### config.mk
export PLATFORM = sky130hd
export DESIGN_NAME = kmer_window_extractor
export DESIGN_NICKNAME = d
export VERILOG_FILES = /design/src/rtl/kmer_window_extractor.sv
export SDC_FILE = /design/constraint.sdc
export NUM_CORES = 1
export LEC_CHECK = 0
export ABC_CLOCK_PERIOD_IN_PS = 3900
export BUFFER_PORTS_ARGS = -buffer_cell sky130_fd_sc_hd__buf_2
export CAP_MARGIN = 0
export CORE_MARGIN = 2
export CORE_UTILIZATION = 40
export CTS_CLUSTER_SIZE = 20
export DETAILED_ROUTE_END_ITERATION = 8
export HOLD_SLACK_MARGIN = 0.03
export MAX_ROUTING_LAYER = met4
export PLACE_DENSITY = 0.63
export SYNTH_ARGS = -nofsm -noshare
export SYNTH_HDL_FRONTEND = slang
export SYNTH_SLANG_ARGS = --single-unit
### constraint.sdc
create_clock -name clk -period 3.9 [get_ports clk]
set_input_delay 0.39 -clock clk [delete_from_list [all_inputs] [get_ports clk]]
set_output_delay 0.39 -clock clk [all_outputs]
set_load 0.02 [all_outputs]
### src/rtl/kmer_window_extractor.sv
// kmer_window_extractor
// Slides a k-nucleotide window over a read streamed as 2-bit bases and emits
// every full, N-free window (oldest base in the MSBs, zero-extended above 2k)
// together with its 0-based start position in the read.
//
// Ports:
//   clk, rstb          clock, asynchronous active-low reset
//   ready              global enable; nothing advances while low
//   baseValid/base     input nucleotide (A=00 C=01 G=10 T=11)
//   baseIsN            ambiguous base, base value ignored
//   baseSor/baseEor    first / last base of a read
//   baseReady          combinational accept indication (= ready)
//   kmerLength         k, sampled on the SOR beat
//   kmerValid/kmer     emitted window
//   kmerLengthOut      k latched for the read
//   kmerPos            start position of the emitted window
//   readDone           EOR base processed in this output beat
//   protocolErr        sticky protocol violation flag
//
// Optional statistics: define KMER_WINDOW_STATS_EN to add statsClear,
// kmerCount and nBaseCount.
module kmer_window_extractor #(
  parameter int unsigned MAX_KMER_BIT_WIDTH = 6,
  parameter int unsigned MAX_KMER_WIDTH     = 2**MAX_KMER_BIT_WIDTH,
  parameter int unsigned POS_WIDTH          = 16
) (
  input  logic                          clk,
  input  logic                          rstb,
  input  logic                          ready,
  input  logic                          baseValid,
  input  logic [1:0]                    base,
  input  logic                          baseIsN,
  input  logic                          baseSor,
  input  logic                          baseEor,
  output logic                          baseReady,
  input  logic [MAX_KMER_BIT_WIDTH-1:0] kmerLength,
  output logic                          kmerValid,
  output logic [2*MAX_KMER_WIDTH-1:0]   kmer,
  output logic [MAX_KMER_BIT_WIDTH-1:0] kmerLengthOut,
  output logic [POS_WIDTH-1:0]          kmerPos,
  output logic                          readDone,
  output logic                          protocolErr
`ifdef KMER_WINDOW_STATS_EN
  ,
  input  logic                          statsClear,
  output logic [31:0]                   kmerCount,
  output logic [31:0]                   nBaseCount
`endif
);

  localparam int unsigned KW = 2 * MAX_KMER_WIDTH;
  localparam int unsigned LW = MAX_KMER_BIT_WIDTH;
  localparam int unsigned SW = MAX_KMER_BIT_WIDTH + 2;

  typedef enum logic {IDLE, ACTIVE} state_t;

  state_t               state_q, state_nxt;
  logic [KW-1:0]        win_q, win_nxt;
  logic [LW-1:0]        cnt_q, cnt_nxt;
  logic [LW-1:0]        len_q, len_nxt;
  logic [POS_WIDTH-1:0] idx_q, idx_nxt;

  logic                 kv_nxt, done_nxt, err_nxt;
  logic [KW-1:0]        kmer_nxt;
  logic [LW-1:0]        klo_nxt;
  logic [POS_WIDTH-1:0] pos_nxt;

  logic                 accept, take, emit;
  logic [LW-1:0]        cur_len, cur_cnt, cnt_new;
  logic [KW-1:0]        cur_win, mask, shifted;
  logic [POS_WIDTH-1:0] cur_idx;
  logic [LW:0]          cnt_inc;
  logic [SW-1:0]        shift_amt;

  assign baseReady = ready;
  assign accept    = baseValid & ready;
  // A non-SOR base in IDLE has no read to belong to and is dropped.
  assign take      = accept & ((state_q == ACTIVE) | baseSor);

  // SOR restarts from an empty window regardless of current state.
  assign cur_len   = baseSor ? kmerLength : len_q;
  assign cur_win   = baseSor ? KW'(0) : win_q;
  assign cur_cnt   = baseSor ? LW'(0) : cnt_q;
  assign cur_idx   = baseSor ? POS_WIDTH'(0) : idx_q;

  assign shift_amt = SW'({cur_len, 1'b0});
  assign mask      = ~({KW{1'b1}} << shift_amt);
  assign shifted   = ((cur_win << 2) | KW'(baseIsN ? 2'b00 : base)) & mask;
  assign cnt_inc   = (LW+1)'(cur_cnt) + (LW+1)'(1);
  assign cnt_new   = baseIsN ? LW'(0)
                   : (cnt_inc > (LW+1)'(cur_len)) ? cur_len : cnt_inc[LW-1:0];
  assign emit      = !baseIsN && (cur_len != LW'(0)) && (cnt_new == cur_len);

  // Next-state and output computation.
  always_comb begin
    state_nxt = state_q;
    win_nxt   = win_q;
    cnt_nxt   = cnt_q;
    len_nxt   = len_q;
    idx_nxt   = idx_q;
    kv_nxt    = kmerValid;
    done_nxt  = readDone;
    err_nxt   = protocolErr;
    kmer_nxt  = kmer;
    klo_nxt   = kmerLengthOut;
    pos_nxt   = kmerPos;

    if (ready) begin
      kv_nxt   = 1'b0;
      done_nxt = 1'b0;
    end

    if (accept && !take) begin
      err_nxt = 1'b1;
    end else if (take) begin
      if (baseSor && (state_q == ACTIVE)) err_nxt = 1'b1;
      len_nxt = cur_len;
      win_nxt = shifted;
      cnt_nxt = cnt_new;
      idx_nxt = cur_idx + POS_WIDTH'(1);
      if (emit) begin
        kv_nxt   = 1'b1;
        kmer_nxt = shifted;
        klo_nxt  = cur_len;
        pos_nxt  = cur_idx - POS_WIDTH'(cur_len) + POS_WIDTH'(1);
      end
      if (baseEor) begin
        done_nxt  = 1'b1;
        state_nxt = IDLE;
      end else begin
        state_nxt = ACTIVE;
      end
    end
  end

  // State and output registers.
  always_ff @(posedge clk or negedge rstb) begin
    if (!rstb) begin
      state_q       <= IDLE;
      win_q         <= '0;
      cnt_q         <= '0;
      len_q         <= '0;
      idx_q         <= '0;
      kmerValid     <= 1'b0;
      kmer          <= '0;
      kmerLengthOut <= '0;
      kmerPos       <= '0;
      readDone      <= 1'b0;
      protocolErr   <= 1'b0;
    end else begin
      state_q       <= state_nxt;
      win_q         <= win_nxt;
      cnt_q         <= cnt_nxt;
      len_q         <= len_nxt;
      idx_q         <= idx_nxt;
      kmerValid     <= kv_nxt;
      kmer          <= kmer_nxt;
      kmerLengthOut <= klo_nxt;
      kmerPos       <= pos_nxt;
      readDone      <= done_nxt;
      protocolErr   <= err_nxt;
    end
  end

`ifdef KMER_WINDOW_STATS_EN
  logic [31:0] kcnt_nxt, ncnt_nxt;

  // Saturating statistics; clear has priority over increment.
  always_comb begin
    kcnt_nxt = kmerCount;
    ncnt_nxt = nBaseCount;
    if (ready) begin
      if (statsClear) begin
        kcnt_nxt = '0;
        ncnt_nxt = '0;
      end else begin
        if (take && emit && (kmerCount != '1))       kcnt_nxt = kmerCount + 32'd1;
        if (accept && baseIsN && (nBaseCount != '1)) ncnt_nxt = nBaseCount + 32'd1;
      end
    end
  end

  always_ff @(posedge clk or negedge rstb) begin
    if (!rstb) begin
      kmerCount  <= '0;
      nBaseCount <= '0;
    end else begin
      kmerCount  <= kcnt_nxt;
      nBaseCount <= ncnt_nxt;
    end
  end
`endif

endmodule

==> results.md, run 1 <==
- Run status: finished clean
- Worst endpoint data arrival time: 3940 ps
- Transition time of the tightest slew-check pin: 1130 ps
- Sequential share of the synthesized area: 0.541
- GP Congestion: 0.877
- Critical path cell sequence: nor2b_1 -> ha_1 -> nand3_1 -> xor2_1 -> nor2_1 -> ha_1 -> nand3_1 -> nor2_1 -> o21bai_1 -> and2_1 -> a221oi_4 -> buf_12 -> buf_4 -> mux2i_1
- Drt first pass iters: 5
- Final hold vios: 0
- Final Cycle Share: 0.886
- Top area cells in the synthesized netlist: dfrtp_1, mux2i_1, nand2_1, o21ai_0, inv_1
- Vias/cell: 4.92
- ANT nets after route: 0
- Worst rel slew slack: 0.243
- Max IR drop VDD: 0.435 mV
- # port buffers: 166
- Final setup viols: 0
- TritonCTS buffer count: 30
- Vias: 10093
- HP Class: input port to flop
- RSZ-0062 raised after global routing: no
- TNS Setup: 0 ps
- Antenna violations before repair: 3
- Critical Path Sink Type: flop
- Cell taking the most area after synthesis: dfrtp_1
- Initial core utilization: 0.407
- First-pass GRT wire length: 55000 um
- CTS tree: done
- Share of cells above drive strength 1: 0.188
- Final WL: 34300 um
- Drt wl/cell: 16.7 um
- CP Launch Type: flop
- Ys async rst share: 1.00
- Commonest non-fill, non-tap cell in the layout: dfrtp_1
- Max Cap Violations: 0
- Commonest non-fill, non-tap cells in the layout: dfrtp_1, nand2_1, buf_2
- Largest net degree at the start of global routing: 263
- Synth top area share: 0.541
- Avg Inst Size Synth: 9.99 um^2
- Post-Syn Area: 14100 um^2
- Total leakage power: 7.83 nW
- Die W: 191 um
- Overall Global Routing Usage: 0.195
- Yosys cell types: 52
- Syn Inst Count: 1407
- Number of global-route vias before repair: 10030
- Layout Nets: 1624
- Req. time, crit path: 4380 ps
- # IOs: 169
- Top_reg_cell synth: dfrtp_1
- Total congestion overflow: 0
- CP max stage delay: 450 ps
- Clock Pin Slew Worst Setup and Hold Paths: 60 ps
- Skew final: 11.3 ps
- Drt drc: 0
- P per Cell Area: 659 nW/um^2
- PnR Total Power: 10.9 mW
- CTS HTree Levels: 1
- Yosys reg bits: 304
- Clock sinks: 304
- Die ar.: 36700 um^2
- Postcts setup bufs: 0
- Ys Warns: 0
- Critical-path top delay cell: dfrtp_1
- Max frequency: 289 MHz
- Row cnt: 68
- Min cycle time layout: 3460 ps
- Worst-Skew Late Latency: 560 ps
- Post-synth EDFFs: 0
- Synth-to-Final Area Change: 18.1%
- Critical path class: flop to flop
- Slew Limit Fails: 0
- Die H: 191 um
- Worst Path Max Fanout: 48
- Core box area: 34500 um^2
- First DRT Iteration DRCs: 599
- Max Root-Sink Buffers: 3
- Clk root buf: clkbuf_16
- DP HPWL: 24500 um
## critical path, delay by kind of cell (launching register included)
kind	cells	cell delay, ps
AOI/OAI and AO/OA	2	550
xor gates and xnor gates	1	160
adders and majority gates	2	480
buffers and inverters	2	600
DFF	1	450
muxes	1	210
and+or+nand+nor	6	850
## power by group
group / switching [mW] / internal (mW)
logic: 2.19 / 1.17
clock network: 1.23 / 1.92
registers: 0.487 / 3.94
total: 3.91 / 7.03
## stage by stage
stage | utilization | hold slack, ps | std cells | setup slack (ps) | area, um^2
2_1_floorplan | - | 94.4 | 1408 | 19.6 | 14100
3_3_place_gp | 0.448 | 446 | 1993 | 242 | 15500
3_5_place_dp | 0.448 | 450 | 1993 | 216 | 15500
4_1_cts | 0.480 | 133 | 2049 | 432 | 16600
5_1_grt | 0.480 | 151 | 2052 | 125 | 16600
6_report | 0.480 | 164 | 2052 | 443 | 16600
## area by class of cell
class	instances	area, um^2
clock buffer	43	901
multi-input combinational	882	5530
clock inverter	11	183
fill	3301	17900
tap	455	569
inverter	148	556
timing repair buffer	206	1250
sequential	304	7610
antenna	3	7.51
## layer usage
metal,up-vias,GRT usage,wire (um)
met5,-,-,0
met4,0,0.0503,853
li1,4945,-,-
met3,57,0.0341,1690
met1,4868,0.268,16200
met2,223,0.299,15500
## registers in the layout (all words and copies together) (netlist names)
signal         count
cnt_q              6
idx_q             16
kmer             126
kmerLengthOut      6
kmerPos           16
kmerValid          1
len_q              6
protocolErr        1
readDone           1
state_q            1
win_q            124
## synthesized netlist by cell type, drive strengths merged, types with 24 or more instances
library cell,instances
a21oi,56
mux2i,127
inv,147
nand2,272
ha,36
nor2,33
mux2,36
o21ai,143
dfrtp,304
nand3,32
buf,24
clkbuf,50
## cell families after synthesis
group,share of synthesized area
AND/OR/NAND/NOR,0.122
other,0.000267
flip-flops,0.541
buffers and inverters,0.0669
adder cells (fa/ha/maj),0.0335
XOR/XNOR,0.0187
multiplexers,0.120
AO/OA/AOI/OAI,0.0975
## path summary, 6_finish.rpt
| kind | cells past startpoint | slack (ps) | from | endpoint |
|---|---|---|---|---|
| setup / recovery | 14 | 440 | cnt_q[0] | kmer[38] |
| hold / removal | 2 | 160 | baseValid | protocolErr |
| setup reg to reg | 14 | 440 | cnt_q[0] | kmer[38] |
| hold reg to reg | 1 | 460 | protocolErr | protocolErr |
| max in group asynchronous | 3 | 2510 | rstb | kmer[26] |
| min in group asynchronous | 2 | 410 | rstb | kmerPos[13] |
## timing repair
item / CTS / global route
hold buffers: 2 / 0
setup endpoints to repair: 0 / 0
endpoints found under the hold margin: 90 / 0
gates resized for setup: 0 / 0
Power figures use the tool's default switching activity.
==> inputs of run 2 (changes only) <==
--- a/config.mk
+++ b/config.mk
@@ -12,6 +12,7 @@
 export CORE_UTILIZATION = 40
 export CTS_CLUSTER_SIZE = 20
 export DETAILED_ROUTE_END_ITERATION = 8
+export GPL_TIMING_DRIVEN = 0
 export HOLD_SLACK_MARGIN = 0.03
 export MAX_ROUTING_LAYER = met4
 export PLACE_DENSITY = 0.63
==> run 2 against run 1 <==
  * Combinational power is 3% higher
  * Largest power group unchanged
  * Critical endpoint is now kmer[4]
  * First-iteration DRC count is 8.7% higher
  * Cell count is 2.6% higher
  * Sequential power hardly changed
  * Wire length is 9.1% higher
  * Largest cell class unchanged
==> results.md, run 2 (synthesis results as in run 1) <==
- DP HPWL: 27200 um
- # IOs: 169
- CTS tree: done
- RSZ-0062 raised after global routing: yes
- Vias: 10592
- Worst reg2reg startpoint: len_q[4]
- Final setup viols: 0
- Antenna violations before repair: 3
- Commonest non-fill, non-tap cell in the layout: dfrtp_1
- Max IR drop VDD: 0.416 mV
- Vias/cell: 5.03
- Largest Register: kmer
- Worst-Skew Late Latency: 520 ps
- Synth-to-Final Area Change: 21.1%
- Final hold vios: 0
- Max reg flops: 126
- WHS: 104 ps
- Number of global-route vias before repair: 10855
- Worst hold start: baseEor
- Max frequency: 270 MHz
- Clock Pin Slew Worst Setup and Hold Paths: 60 ps
- Drt first pass iters: 5
- Share of cells above drive strength 1: 0.194
- Final Cycle Share: 0.951
- Layout Nets: 1674
- Worst rel slew slack: 0.390
- Critical path class: input port to flop
- Drt drc: 0
- Row cnt: 68
- Total congestion overflow: 0
- Min cycle time layout: 3710 ps
- Max Root-Sink Buffers: 3
- # port buffers: 166
- Reg2reg setup slack: 190 ps
- Drt wl/cell: 17.8 um
- Commonest non-fill, non-tap cells in the layout: dfrtp_1, nand2_1, buf_2
- Reg area: 7610 um^2
- Skew final: 25.3 ps
- First-pass GRT wire length: 59000 um
- Hold EP: state_q
- GP Congestion: 0.896
- Register-to-Register Path Depth: 12
- Die H: 191 um
- Largest net degree at the start of global routing: 127
- Run status: finished clean
- Max Cap Violations: 0
- Req. time, crit path: 4290 ps
- P per Cell Area: 660 nW/um^2
- Die ar.: 36700 um^2
- Core box area: 34500 um^2
- Overall Global Routing Usage: 0.212
- Die W: 191 um
- Final WL: 37400 um
- Clk root buf: clkbuf_16
- Worst endpoint data arrival time: 4100 ps
- Slew Limit Fails: 0
- HP Class: input port to flop
- Reg2reg end: kmerPos[15]
- Transition time of the tightest slew-check pin: 915 ps
- Hold Crit Depth: 2
- First DRT Iteration DRCs: 651
- ANT nets after route: 0
- Critical Path Sink Type: flop
- Largest regs: kmer: 126 flops, win_q: 124 flops
- Fillers: 3258
- CTS HTree Levels: 2
- Clock sinks: 304
- CP Launch Type: input port
- Post-route core utilization: 0.493
- Worst Path Max Fanout: 10
- TritonCTS buffer count: 35
- Total leakage power: 7.99 nW
- Initial core utilization: 0.407
- Area of the multi-input gates: 5550 um^2
-- run 2: repair_timing --
item | in CTS | in global routing
hold buffers | 1 | 0
setup buffers | 1 | 9
setup endpoints to repair | 155 | 150
pin swaps | 1 | 1
endpoints found under the hold margin | 76 | 0
cloned | 0 | 1
resized for setup | 22 | 33
-- run 2: worst max path at each step --
stage,startpoint,endpoint,slack (ps),cells past startpoint
3_3_place_gp,rstb,win_q[87],-3270,1
6_report,baseSor,kmer[4],190,21
5_1_grt,len_q[4],kmerPos[15],-10,12
2_1_floorplan,baseSor,kmerLengthOut[5],20,20
3_5_place_dp,baseSor,kmer[10],-1310,22
4_1_cts,baseSor,kmer[44],20,22
-- run 2: area by class of cell --
type | instances | share of cell area
diodes | 3 | 0.000441
plain buffers | 71 | 0.0304
clock buffers | 50 | 0.0613
clock inverters | 12 | 0.00934
inverters | 148 | 0.0326
multi-input cells | 882 | 0.326
flip-flops and latches | 304 | 0.447
well taps | 455 | 0.0335
repair buffers | 180 | 0.0593
-- run 2: metrics by stage --
stage | power, mW | cells | TNS (ps) | cell area, um^2 | setup slack [ps]
3_5_place_dp | 7.88 | 2031 | -187310 | 15500 | -1310
3_3_place_gp | 7.81 | 2029 | -1180210 | 15500 | -3270
4_1_cts | 11.3 | 2094 | 0 | 16800 | 22.4
2_1_floorplan | 6.49 | 1408 | 0 | 14100 | 19.6
6_report | 11.2 | 2105 | 0 | 17000 | 190
5_1_grt | 11.8 | 2105 | -11.4 | 17000 | -11.4
-- run 2: worst max-delay path, cell delays in order --
cell      delay [ps]
buf_2            150
buf_8            160
buf_8            150
clkbuf_8         170
buf_6            150
clkbuf_8         170
nor2b_1          130
ha_1             170
buf_4            150
nand3_1           90
xor2_1           160
nor2_2           170
ha_1             270
nand3_1          110
nor2_1            50
o21bai_1         170
and2_1           210
a221oi_4         290
buf_6            210
buf_8            190
mux2_2           350
-- run 2: metal layers --
layer  up-vias  wire length, um  track usage
met1      5202            17100        0.281
met3        67             1930       0.0411
met5         -                0            -
met2       264            17500        0.335
li1       5059                -            -
met4         0              860       0.0562
-- run 2: power by group --
group | internal [mW] | leakage [nW] | switching [mW] | total [mW]
combinational | 1.18 | 3.49 | 2.27 | 3.45
sequential | 3.94 | 3.91 | 0.461 | 4.40
clock | 2.07 | 0.589 | 1.31 | 3.38
==> inputs of run 3 (changes only) <==
--- a/config.mk
+++ b/config.mk
@@ -16,6 +16,7 @@
 export HOLD_SLACK_MARGIN = 0.03
 export MAX_ROUTING_LAYER = met4
 export PLACE_DENSITY = 0.63
+export REMOVE_ABC_BUFFERS = 1
 export SYNTH_ARGS = -nofsm -noshare
 export SYNTH_HDL_FRONTEND = slang
 export SYNTH_SLANG_ARGS = --single-unit
==> run 3 against run 2 <==
  * Final area is 0.81% lower
  * Setup slack worse by 18 ps
  * Combinational power is 2% lower
  * Wire length is 9.1% lower
  * Critical path depth is 10 lower
  * Register-to-register slack worse by 20 ps
  * Hold slack worse by 41 ps
  * Critical endpoint is now kmerPos[15]
  * Largest cell class unchanged
==> results.md, run 3 (synthesis results as in run 1) <==
- Die W: 191 um
- Overall Global Routing Usage: 0.196
- Drt wl/cell: 16.4 um
- Skew final: 18.4 ps
- Critical path class: flop to flop
- Largest net degree at the start of global routing: 121
- Worst endpoint data arrival time: 4110 ps
- Worst Setup EP: kmerPos[15]
- RSZ-0062 raised after global routing: no
- CP bufs+invs: 1
- CP max stage delay: 510 ps
- Critical path cell sequence: mux2_4 -> clkinv_2 -> ha_1 -> ha_1 -> nor2b_1 -> o31a_1 -> o2111ai_1 -> a21oi_1 -> or4_1 -> and3_1 -> mux2_2
- Vias: 10152
- Total congestion overflow: 0
- Non-Filler Instances: 2066
- Cell area after placement: 15600 um^2
- WP depth: 11
- Clk root buf: clkbuf_16
- CTS tree: done
- PnR Total Power: 11.0 mW
- P per Cell Area: 650 nW/um^2
- Clock sinks: 304
- Worst reg2reg startpoint: len_q[3]
- Max Cap Violations: 0
- Clock Pin Slew Worst Setup and Hold Paths: 60 ps
- Worst hold start: baseEor
- Run status: finished clean
- Max IR drop VDD: 0.434 mV
- Final hold vios: 0
- Reg2reg setup slack: 170 ps
- # port buffers: 166
- Final Cycle Share: 0.956
- TritonCTS buffer count: 35
- Die H: 191 um
- Vias/cell: 4.91
- # IOs: 169
- Antenna violations before repair: 5
- Worst Path Max Fanout: 12
- Transition time of the tightest slew-check pin: 1240 ps
- Layout Nets: 1635
- Commonest non-fill, non-tap cell in the layout: dfrtp_1
- CP Launch Type: flop
- Max Root-Sink Buffers: 3
- Max frequency: 268 MHz
- Reg area: 7610 um^2
- Area of the multi-input gates: 5590 um^2
- Req. time, crit path: 4280 ps
- Reg2reg end: kmerPos[15]
- Critical-path top delay cell: dfrtp_2
- Die ar.: 36700 um^2
- Min cycle time layout: 3730 ps
- Worst rel slew slack: 0.167
- Synth-to-Final Area Change: 20.1%
- Final setup viols: 0
- Initial core utilization: 0.407
- Largest regs: kmer: 126 flops, win_q: 124 flops
- Core box area: 34500 um^2
- Critical Path Sink Type: flop
- First-pass GRT wire length: 55000 um
- Register-to-Register Path Depth: 11
- Total leakage power: 7.91 nW
- Crit path top cell by count: ha_1
- Max reg flops: 126
- Final WL: 34000 um
- Largest Register: kmer
- Fin area: 16900 um^2
- WHS: 62.5 ps
- GP Congestion: 0.823
- Share of cells above drive strength 1: 0.200
- First DRT Iteration DRCs: 620
- CTS HTree Levels: 2
- HP Class: input port to flop
- Slew Limit Fails: 0
- Fillers: 3296
- Row cnt: 68
- Cells after DPL: 1988
- Worst-Skew Late Latency: 510 ps
- ANT nets after route: 0
- CP delay by family, top: simple AND/OR/NAND/NOR gates
- Crit path launch: len_q[3]
- Number of global-route vias before repair: 10089
- Drt first pass iters: 6
- Commonest non-fill, non-tap cells in the layout: dfrtp_1, nand2_1, buf_2
- DP HPWL: 24200 um
- Drt drc: 0
## run 3: layout make-up
class / count / share of cell area
antenna: 5 / 0.000741
clock buffer: 50 / 0.0594
clock inverter: 10 / 0.00652
inverter: 148 / 0.0334
multi-input combinational: 883 / 0.331
sequential: 304 / 0.451
tap: 455 / 0.0337
timing repair buffer: 211 / 0.0839
## run 3: how the worst min path moves through the flow
stage             endpoint  slack, ps  cells past startpoint
2_1_floorplan     cnt_q[0]         90                      0
3_3_place_gp   protocolErr        450                      1
3_5_place_dp      win_q[5]        460                      2
4_1_cts            state_q         40                      2
5_1_grt            state_q         60                      2
6_report           state_q         60                      2
## run 3: through the flow
stage          worst slack [ps]   util  setup TNS, ps
3_3_place_gp             -14360  0.436       -4590510
5_1_grt                    18.1  0.489              0
3_5_place_dp              -2170  0.451        -284270
4_1_cts                    11.9  0.486              0
2_1_floorplan             -8200      -       -1961800
6_report                    172  0.489              0
## run 3: power breakdown
group / switching (mW) / internal (mW) / total (mW)
clock network: 1.28 / 1.92 / 3.20
registers: 0.455 / 3.94 / 4.40
logic: 2.19 / 1.18 / 3.37
total: 3.93 / 7.04 / 11.0
## run 3: repair_timing
action                                 4_1_cts  5_1_grt
endpoints found under the hold margin       99        0
setup endpoints to repair                  155       55
setup buffers                                3        8
cloned                                       1        0
hold buffers                                 1        0
gates resized for setup                     11       11
pin swaps                                    1        1
## run 3: per-layer routing
| metal | routed length, um | track usage | vias up |
|---|---|---|---|
| met1 | 15800 | 0.261 | 4892 |
| met3 | 1830 | 0.0426 | 59 |
| li1 | - | - | 4993 |
| met2 | 15500 | 0.300 | 208 |
| met4 | 813 | 0.0562 | 0 |
| met5 | 0 | - | - |
